**config.mk**
```make
export PLATFORM = sky130hd
export DESIGN_NAME = bank_read_unit_flat
export DESIGN_NICKNAME = d
export VERILOG_FILES = /design/src/rtl/bank_read_if.sv /design/src/rtl/bank_read_unit.sv /design/src/flat_wrapper.sv
export SDC_FILE = /design/constraint.sdc
export NUM_CORES = 1
export LEC_CHECK = 0
export ABC_AREA = 1
export CAP_MARGIN = 0
export CELL_PAD_IN_SITES_DETAIL_PLACEMENT = 0
export CELL_PAD_IN_SITES_GLOBAL_PLACEMENT = 2
export CORE_UTILIZATION = 22
export CTS_CLUSTER_DIAMETER = 100
export DETAILED_ROUTE_END_ITERATION = 16
export PLACE_DENSITY_LB_ADDON = 0.1
export SYNTH_ARGS = -nofsm -noshare
export SYNTH_HDL_FRONTEND = slang
export SYNTH_SLANG_ARGS = --single-unit
```
**constraint.sdc**
```tcl
create_clock -name clk -period 1.37 [get_ports clk]
set_input_delay 0.274 -clock clk [delete_from_list [all_inputs] [get_ports clk]]
set_output_delay 0.274 -clock clk [all_outputs]
set_load 0.02 [all_outputs]
```
**src/rtl/bank_read_if.sv**
```systemverilog
// Bank read unit bus bundle.
// Groups the request, bank-read, write-snoop and output-stream signals of
// bank_read_unit.
//   master : request source / bank / consumer side (testbench or system)
//   slave  : bank_read_unit side
// Signals:
//   req_valid/req_ready/req_addr/req_len : burst request handshake
//   rd_en/rd_sel/rd_data                 : bank read port
//   wr_we/wr_sel/wr_data                 : write-side snoop (bypass feature)
//   out_valid/out_ready/out_data/out_last: output word stream
//   busy                                 : unit not idle
interface bank_read_if #(
  parameter int DATA_W = 8,
  parameter int ADDR_W = 4
);
  logic              req_valid;
  logic              req_ready;
  logic [ADDR_W-1:0] req_addr;
  logic [ADDR_W-1:0] req_len;
  logic              rd_en;
  logic [ADDR_W-1:0] rd_sel;
  logic [DATA_W-1:0] rd_data;
  logic              wr_we;
  logic [ADDR_W-1:0] wr_sel;
  logic [DATA_W-1:0] wr_data;
  logic              out_valid;
  logic              out_ready;
  logic [DATA_W-1:0] out_data;
  logic              out_last;
  logic              busy;

  modport master (
    output req_valid, req_addr, req_len, rd_data, wr_we, wr_sel, wr_data,
           out_ready,
    input  req_ready, rd_en, rd_sel, out_valid, out_data, out_last, busy
  );

  modport slave (
    input  req_valid, req_addr, req_len, rd_data, wr_we, wr_sel, wr_data,
           out_ready,
    output req_ready, rd_en, rd_sel, out_valid, out_data, out_last, busy
  );
endinterface

```
**src/rtl/bank_read_unit.sv**
```systemverilog
// bank_read_unit: read-side burst sequencer for the register bank.
// Accepts a burst request (start address, length-1), steps a registered
// read select across the bank (wrapping modulo 2**ADDR_W), captures the
// bank's combinational read data and streams the words out over a
// valid/ready interface with a last flag. One word per two cycles.
// Ports:
//   clk  : clock, rising edge
//   rst  : asynchronous, active-high reset
//   bus  : bank_read_if.slave (request, bank read, write snoop, output)
// Optional feature macro RD_BYPASS_EN: when defined, a bank write landing
// on the fetched register in the FETCH cycle is forwarded to out_data.
module bank_read_unit #(
  parameter int DATA_W = 8,
  parameter int ADDR_W = 4
) (
  input logic        clk,
  input logic        rst,
  bank_read_if.slave bus
);

  typedef enum logic [1:0] {IDLE, FETCH, HOLD} state_t;

  localparam logic [ADDR_W-1:0] ADDR_ONE = ADDR_W'(1);

  state_t            state_q, state_n;
  logic [ADDR_W-1:0] rd_sel_q, rd_sel_n;
  logic [ADDR_W-1:0] rem_q, rem_n;
  logic              rd_en_q, rd_en_n;
  logic              out_valid_q, out_valid_n;
  logic              out_last_q, out_last_n;
  logic [DATA_W-1:0] out_data_q, out_data_n;
  logic [DATA_W-1:0] fetch_data;

`ifdef RD_BYPASS_EN
  assign fetch_data = (bus.wr_we && (bus.wr_sel == rd_sel_q)) ? bus.wr_data
                                                               : bus.rd_data;
`else
  // Write snoop inputs are kept on the bus but have no effect here.
  logic unused_wr;
  assign unused_wr  = ^{bus.wr_we, bus.wr_sel, bus.wr_data};
  assign fetch_data = bus.rd_data;
`endif

  always_ff @(posedge clk or posedge rst) begin
    if (rst) begin
      state_q     <= IDLE;
      rd_sel_q    <= '0;
      rem_q       <= '0;
      rd_en_q     <= 1'b0;
      out_valid_q <= 1'b0;
      out_last_q  <= 1'b0;
      out_data_q  <= '0;
    end else begin
      state_q     <= state_n;
      rd_sel_q    <= rd_sel_n;
      rem_q       <= rem_n;
      rd_en_q     <= rd_en_n;
      out_valid_q <= out_valid_n;
      out_last_q  <= out_last_n;
      out_data_q  <= out_data_n;
    end
  end

  always_comb begin
    state_n     = state_q;
    rd_sel_n    = rd_sel_q;
    rem_n       = rem_q;
    rd_en_n     = rd_en_q;
    out_valid_n = out_valid_q;
    out_last_n  = out_last_q;
    out_data_n  = out_data_q;
    unique case (state_q)
      IDLE: begin
        if (bus.req_valid) begin
          rd_sel_n = bus.req_addr;
          rem_n    = bus.req_len;
          rd_en_n  = 1'b1;
          state_n  = FETCH;
        end
      end
      FETCH: begin
        out_data_n  = fetch_data;
        out_valid_n = 1'b1;
        out_last_n  = (rem_q == '0);
        state_n     = HOLD;
      end
      HOLD: begin
        if (bus.out_ready) begin
          out_valid_n = 1'b0;
          if (out_last_q) begin
            rd_en_n    = 1'b0;
            out_last_n = 1'b0;
            state_n    = IDLE;
          end else begin
            rd_sel_n = rd_sel_q + ADDR_ONE;
            rem_n    = rem_q - ADDR_ONE;
            state_n  = FETCH;
          end
        end
      end
      default: state_n = IDLE;
    endcase
  end

  assign bus.req_ready = (state_q == IDLE);
  assign bus.busy      = (state_q != IDLE);
  assign bus.rd_en     = rd_en_q;
  assign bus.rd_sel    = rd_sel_q;
  assign bus.out_valid = out_valid_q;
  assign bus.out_last  = out_last_q;
  assign bus.out_data  = out_data_q;

endmodule

```
**src/flat_wrapper.sv**
```systemverilog
// flat-port wrapper written by rule: the top's interface ports become plain ports
module bank_read_unit_flat 
#(
  parameter int DATA_W = 8,
  parameter int ADDR_W = 4
)
  (clk, rst, bus_req_valid, bus_req_addr, bus_req_len, bus_rd_data, bus_wr_we, bus_wr_sel, bus_wr_data, bus_out_ready, bus_req_ready, bus_rd_en, bus_rd_sel, bus_out_valid, bus_out_data, bus_out_last, bus_busy);
  bank_read_if #(.DATA_W(DATA_W), .ADDR_W(ADDR_W)) bus_i ();
  input logic clk;
  input logic rst;
  input wire logic [$bits(bus_i.req_valid)-1:0] bus_req_valid;
  input wire logic [$bits(bus_i.req_addr)-1:0] bus_req_addr;
  input wire logic [$bits(bus_i.req_len)-1:0] bus_req_len;
  input wire logic [$bits(bus_i.rd_data)-1:0] bus_rd_data;
  input wire logic [$bits(bus_i.wr_we)-1:0] bus_wr_we;
  input wire logic [$bits(bus_i.wr_sel)-1:0] bus_wr_sel;
  input wire logic [$bits(bus_i.wr_data)-1:0] bus_wr_data;
  input wire logic [$bits(bus_i.out_ready)-1:0] bus_out_ready;
  output wire logic [$bits(bus_i.req_ready)-1:0] bus_req_ready;
  output wire logic [$bits(bus_i.rd_en)-1:0] bus_rd_en;
  output wire logic [$bits(bus_i.rd_sel)-1:0] bus_rd_sel;
  output wire logic [$bits(bus_i.out_valid)-1:0] bus_out_valid;
  output wire logic [$bits(bus_i.out_data)-1:0] bus_out_data;
  output wire logic [$bits(bus_i.out_last)-1:0] bus_out_last;
  output wire logic [$bits(bus_i.busy)-1:0] bus_busy;
  assign bus_i.req_valid = bus_req_valid;
  assign bus_i.req_addr = bus_req_addr;
  assign bus_i.req_len = bus_req_len;
  assign bus_i.rd_data = bus_rd_data;
  assign bus_i.wr_we = bus_wr_we;
  assign bus_i.wr_sel = bus_wr_sel;
  assign bus_i.wr_data = bus_wr_data;
  assign bus_i.out_ready = bus_out_ready;
  assign bus_req_ready = bus_i.req_ready;
  assign bus_rd_en = bus_i.rd_en;
  assign bus_rd_sel = bus_i.rd_sel;
  assign bus_out_valid = bus_i.out_valid;
  assign bus_out_data = bus_i.out_data;
  assign bus_out_last = bus_i.out_last;
  assign bus_busy = bus_i.busy;
  bank_read_unit #(.DATA_W(DATA_W), .ADDR_W(ADDR_W)) u_core (.clk(clk), .rst(rst), .bus(bus_i));
endmodule
```
==> results.yml <==
outcome:
  outcome: "finished clean"
worst_setup_path:
  crit_buf_inv: 1
  crit_path_start_kind: "flip-flop"
  path_max_fanout: 4
  rr_endpoint: "u_core.bus.rd_sel[3]"
  cpMaxStageDelayCell: "dfrtp_1"
  path_depth: 1
  crit_path_end_kind: "output pin"
  ff2ff_setup_slack_ps: 80
  rr_worst_depth: 7
  arrival_ps: 1050
  critPathKind: "flip-flop to output pin"
  crit_chain: "dlygate4sd2_1"
  cpPeakStageDelay_ps: 420
  crit_family: "flip-flops"
  r2r_start: "u_core.state_q[1]"
  cp_data_required_time_ps: 1100
pwr:
  p_clk_share_pct: 11.4
  switching_power_mw: 1.787
  intPower_mw: 2.040
  powerDensity_nw_per_um2: 2353
  ir_drop_mv: 0.7406
  p_comb_share_pct: 59.1
  p_leak_nw: 0.8471
  switching_share_pct: 46.69
  report.power.total_mw: 3.828
  pwr-share-seq_pct: 29.6
clock_tree:
  cts_root_buf: "clkbuf_8"
  tritoncts: "yes"
  h-tree-depth: 1
  numClockSinks: 21
  numCtsBuffers: 3
  cts_max_path_buffers: 2
  clk_pin_slew_worst_paths_ps: 80
  clk_latency_ps: 270
finish:
  drive_gt1_share_pct: 20.32
  fin_cells: 254
  final_area_um2: 1627
  antenna_cells: 0
  utilization_pct: 33.99
  fin_nets: 224
  final_common_cell: "nand2_1"
  synthToLayoutAreaGrowth_pct: 46.89
  final_cell_mix: "nand2_1, dfrtp_1, clkdlybuf4s50_1, dlygate4sd2_1, buf_4"
placed_design:
  gp_congestion: 0.6768
  place_inst: 248
  portBuffers: 36
  dp_hpwl_um: 1976
  dpl_cell_area_um2: 1584
  dp_slack_ps: -95.64
timing:
  finalHoldViolCount: 0
  fin_crit_sh_pct: 96.38
  fin_crit_ps: 1320
  fin_worst_skew_ps: 1.934
  worst_pin_slew_ps: 295.6
  rsz0062_at_grt: "no"
  slew_headroom_pct: 80.30
  max_freq_mhz: 757.4
  setup_slack_ps: 49.66
  drv_slew: 0
  timing.hold.ws_ps: 334.6
  setup_violations: 0
  setup_tns_ps: 0
yosys:
  ys_ff_latch: 21
  yosys_warnings: 0
  yosysSeqAreaShare_pct: 47.46
  synthTopCellsByArea: "dfrtp_1, nand2_1, inv_1"
  syn_area_per_cell_um2: 8.024
  syn_nets: 174
  synth_top_family_by_area: "simple AND/OR/NAND/NOR gates"
  synth_top_cell_by_area: "dfrtp_1"
  synth_compound_area_share_pct: 6.780
  synthCells: 138
  synthXorXnorAreaFrac_pct: 0
  synth_area_um2: 1107
  synth_fa_ha_area_share_pct: 3.390
  synth_top_area_share_pct: 47.46
  synth-simple-area-share_pct: 32.88
  yosysUniqueCellTypes: 17
  synthMuxAreaShare_pct: 0
floorplan:
  io_pins: 50
  fp.dieW_um: 72.95
  row_count: 25
  dieArea_um2: 5321
  die_y_um: 72.95
  initial_core_util_pct: 23.14
  coreArea_um2: 4786
grt:
  antenna_found_initial: 0
  grt_first_pass_wirelength_um: 4705
  grt_max_degree: 22
  track_usage_pct: 12.01
  grt_overflow: 0
  grt_pass1_vias: 987
drt:
  drtPass1Iterations: 4
  detailroute.via_count: 993
  drt-wirelength-per-cell_um: 11.05
  drtIter0Drc: 35
  viasPerCell: 3.909
  antenna_left: 0
  remaining_drc_errors: 0
  wl_um: 2807
run:
  cap_viol_max_count: 0
hold_path:
  hold_path_class: "primary input to async pin"
-- final cells by class --
| cell class | instances | area, um2 |
|---|---|---|
| timing repair buffer | 48 | 424.2 |
| clock buffer | 4 | 45.04 |
| fill | 525 | 3159 |
| sequential | 21 | 525.5 |
| tap | 67 | 83.83 |
| inverter | 16 | 62.56 |
| multi-input combinational | 98 | 485.5 |
-- power by group through the flow --
| stage | Combinational (mW) | Clock [mW] | Sequential [mW] |
|---|---|---|---|
| finish | 2.26 | 0.435 | 1.13 |
| global route | 2.57 | 0.482 | 1.18 |
| CTS | 2.28 | 0.462 | 1.14 |
| global placement | 2.39 | 0 | 1.13 |
| detailed placement | 2.40 | 0 | 1.14 |
| floorplan | 1.25 | 0 | 1.40 |
-- flip-flops by register name, indices dropped and copies added, names as in the netlist --
| name | cells |
|---|---|
| u_core.bus.out_data | 8 |
| u_core.bus.out_last | 1 |
| u_core.bus.out_valid | 1 |
| u_core.bus.rd_en | 1 |
| u_core.bus.rd_sel | 4 |
| u_core.rem_q | 4 |
| u_core.state_q | 2 |
-- cell usage after synthesis, drive strengths merged --
cell type   n
a21oi       1
nand2      64
dfrtp      21
nor2        9
ha          3
nand3      10
o21ai      11
buf         3
inv        16
-- layer usage --
layer | vias up | track usage [%] | part of all wire (%) | routed length, um
li1 | 522 | - | - | -
met1 | 438 | 14.38 | 43 | 1199
met2 | 28 | 20.04 | 50 | 1394
met3 | 5 | 3.039 | 5.6 | 158
met4 | 0 | 5.882 | 2.0 | 55
met5 | - | 0 | 0 | 0
-- worst max path at each step --
stage / slack (ps) / from / end
after global placement: -90 / u_core.state_q[0] / bus_req_ready
after floorplan: 40 / u_core.state_q[1] / u_core.rem_q[0]
after global routing: 8 / u_core.state_q[1] / bus_busy
after CTS: -20 / u_core.state_q[0] / bus_req_ready
final: 50 / u_core.bus.out_last / bus_out_last
after detailed placement: -100 / u_core.state_q[0] / bus_req_ready
-- kinds of logic after synthesis --
family,Yosys count
simple gates,83
flops,21
fa+ha+maj,3
buf+inv,19
compound gates,12
-- repair_timing --
action                     CTS  global route
hold buffers                 0             0
pin swaps                    0             1
setup endpoints to repair   17            12
buffers inserted             1             1
gates resized for setup     24             7
Note: power is estimated with default switching activity, not from simulation.
==> edit: new RTL, same flow settings <==
Add a define of `RD_BYPASS_EN`.
--- a/src/rtl/bank_read_unit.sv
+++ b/src/rtl/bank_read_unit.sv
@@ -11,2 +11,4 @@
 // on the fetched register in the FETCH cycle is forwarded to out_data.
+`define RD_BYPASS_EN
+
 module bank_read_unit #(
Check against the original RTL: not equivalent (a bounded check fails within 4 cycles, from zero or initial values and one cycle with rst high).
==> edit against the original RTL <==
Setup slack got worse by 0.0055 ns; final area rose by 27%; first-iteration DRC count fell by 34%; power rose by 8.4%; routed wire length rose by 29%; area after synthesis rose by 18%; sequential cell count did not move; count of clock-buffer cells in the layout did not move; register-to-register slack got worse by 0.04 ns; highest routed layer unchanged.
==> edit: results (changes against the original RTL) <==
CTS clk-pin slew, worst paths - 0.08 ns (about the same)
Top Metal Used - met4 (unchanged)
Clk Latency, worst-skew pair - 0.26 ns
Most frequent cells after synthesis - nand2_1 (55), inv_1 (28), dfrtp_1 (21), nand3_1 (12), nor2_1 (10) (was nand2_1 (57), dfrtp_1 (21), inv_1 (14), nand3_1 (8))
Crit path from - u_core.state_q[1] (was u_core.bus.out_last)
Synth Instances - 173 (was 138)
Post-synth ARST share - 100% (unchanged)
DP HPWL - 2.71 mm (was 1.98 mm)
Reg-to-Reg End - u_core.bus.rd_sel[1] (was u_core.bus.rd_sel[3])
GR Util All Layers - 11.9% (was 12.0%)
Routability cong. - 0.779 (was 0.677)
Seq/Total Area, Yosys - 40.3% (was 47.5%)
WL met3 - 203 µm (was 158 µm)
First-pass DRT Iterations - 4 (unchanged)
Antenna cells - 0 (unchanged)
Pre-CTS setup slack - -0.186 ns (was -0.0956 ns)
DR vias/cell - 4.21 (was 3.91)
M1 WL - 1.73 mm (was 1.20 mm)
Leak - 1.06 nW (was 0.847 nW)
CTS H-tree depth - 1 (unchanged)
Hold Slack - 0.352 ns (was 0.335 ns)
Setup Skew - 0.00596 ns (was 0.00193 ns)
WL met2 - 1.67 mm (was 1.39 mm)
Fin nets - 277 (was 224)
Port bufs - 49 (was 36)
VDD IR max - 0.000741 V (about the same)
Outcome - finished, final reports clean (unchanged)
Mapped Nets - 209 (was 174)
Largest net degree at the start of global routing - 22 (unchanged)
Post-synth EDFFs - 0 (unchanged)
First-pass GRT wire length - 5.85 mm (was 4.71 mm)
CP max FO - 6 (was 4)
Routed length per instance - 11.6 µm (was 11.1 µm)
Initial DRC Count - 23 (was 35)
Finished Layout Cells - 312 (was 254)
Vias in the first global route - 1,284 (was 987)
Synth top area cells - dfrtp_1 (40%), nand2_1 (16%), inv_1 (8.1%), nand3_1 (4.6%), o21ai_2 (4.0%) (was dfrtp_1 (47%), nand2_1 (19%), inv_1 (4.7%), nand2_2 (4.0%), nand3_1 (3.6%))
CTS buffer count - 3 (unchanged)
Worst slew pin tran - 0.311 ns (was 0.296 ns)
Initial antenna violation count - 0 (unchanged)
Final setup violating endpoints - 0 (unchanged)
Inst Count DP - 303 (was 248)
Reg2reg setup slack - 0.04 ns (was 0.08 ns)
Synth unique cells - 25 (was 17)
Worst reg2reg startpoint - u_core.state_q[1] (unchanged)
Max FFs per register - 8 (unchanged)
Layout cell share with drive strength beyond 1 - 17.9% (was 20.3%)
Clock Path Buffers - 2 (unchanged)
Ys Warns - 0 (unchanged)
CTS root buffer - clkbuf_8 (unchanged)
Worst hold path type - in2async (unchanged)
-- edit: changes by cell type after synthesis, moves of 3 or more --
cell | before | now
nand4_1 | 0 | 8
nor2_1 | 7 | 10
inv_1 | 14 | 28
nand3_1 | 8 | 12
nand2_2 | 7 | 1
-- edit: logic make-up after synthesis --
logic type / synth area share, %
and+or+nand+nor: 33.9
buffers and inverters: 12.0
DFF: 40.3
AOI/OAI and AO/OA: 9.51
adders and majority gates: 2.88
xor gates and xnor gates: 1.35
-- edit: layout make-up --
type	count	area, µm²
Fill cell	614	3540
Sequential cell	21	526
Timing Repair inverter	1	8.76
Tap cell	72	90.1
Multi-Input combinational cell	117	669
Timing Repair Buffer	63	579
Inverter	34	151
Clock buffer	4	45.0
-- edit: worst max-delay path by stage --
stage / end / slack, ns
after floorplan: u_core.bus.rd_sel[2] / 0.07
after global placement: u_core.bus.out_data[4] / -0.17
after detailed placement: u_core.bus.out_data[6] / -0.19
after CTS: u_core.bus.out_data[6] / 0.01
after global routing: u_core.bus.rd_sel[3] / -0.03
final: u_core.bus.rd_sel[1] / 0.04
-- edit: timing repair --
action / CTS / global route
gates resized for setup: 23 / 17
setup buffers: 1 / 2
setup endpoints to repair: 17 / 19
pin swaps: 1 / 5
hold endpoints to repair: 0 / 0
gates cloned: 0 / 2
-- edit: worst max-delay path: stages, from the launching register on --
cell and delay (ns):
dfrtp_1 0.39, buf_6 0.13, inv_6 0.04, nor2_8 0.18, nand2_4 0.10, nand2_8 0.09, nand2_8 0.09, o31ai_1 0.22
-- edit: routing by layer --
metal | up-vias | global-route usage [%]
met3 | 2 | 3.10
met1 | 604 | 15.7
met5 | - | 0
met2 | 34 | 19.8
met4 | 0 | 1.64
li1 | 675 | -
-- edit: stage by stage --
step,utilization [%],instance area (µm²)
3_3_place_gp,34.8,1950
2_1_floorplan,-,1300
6_report,36.9,2070
3_5_place_dp,34.8,1950
5_1_grt,36.9,2070
4_1_cts,35.2,1970
-- edit: power by group --
part | total, mW | leakage [nW] | switching (mW) | internal [mW]
Sequential | 1.14 | 0.253 | 0.218 | 0.923
Clock | 0.416 | 0.0228 | 0.209 | 0.207
Combinational | 2.59 | 0.780 | 1.55 | 1.04
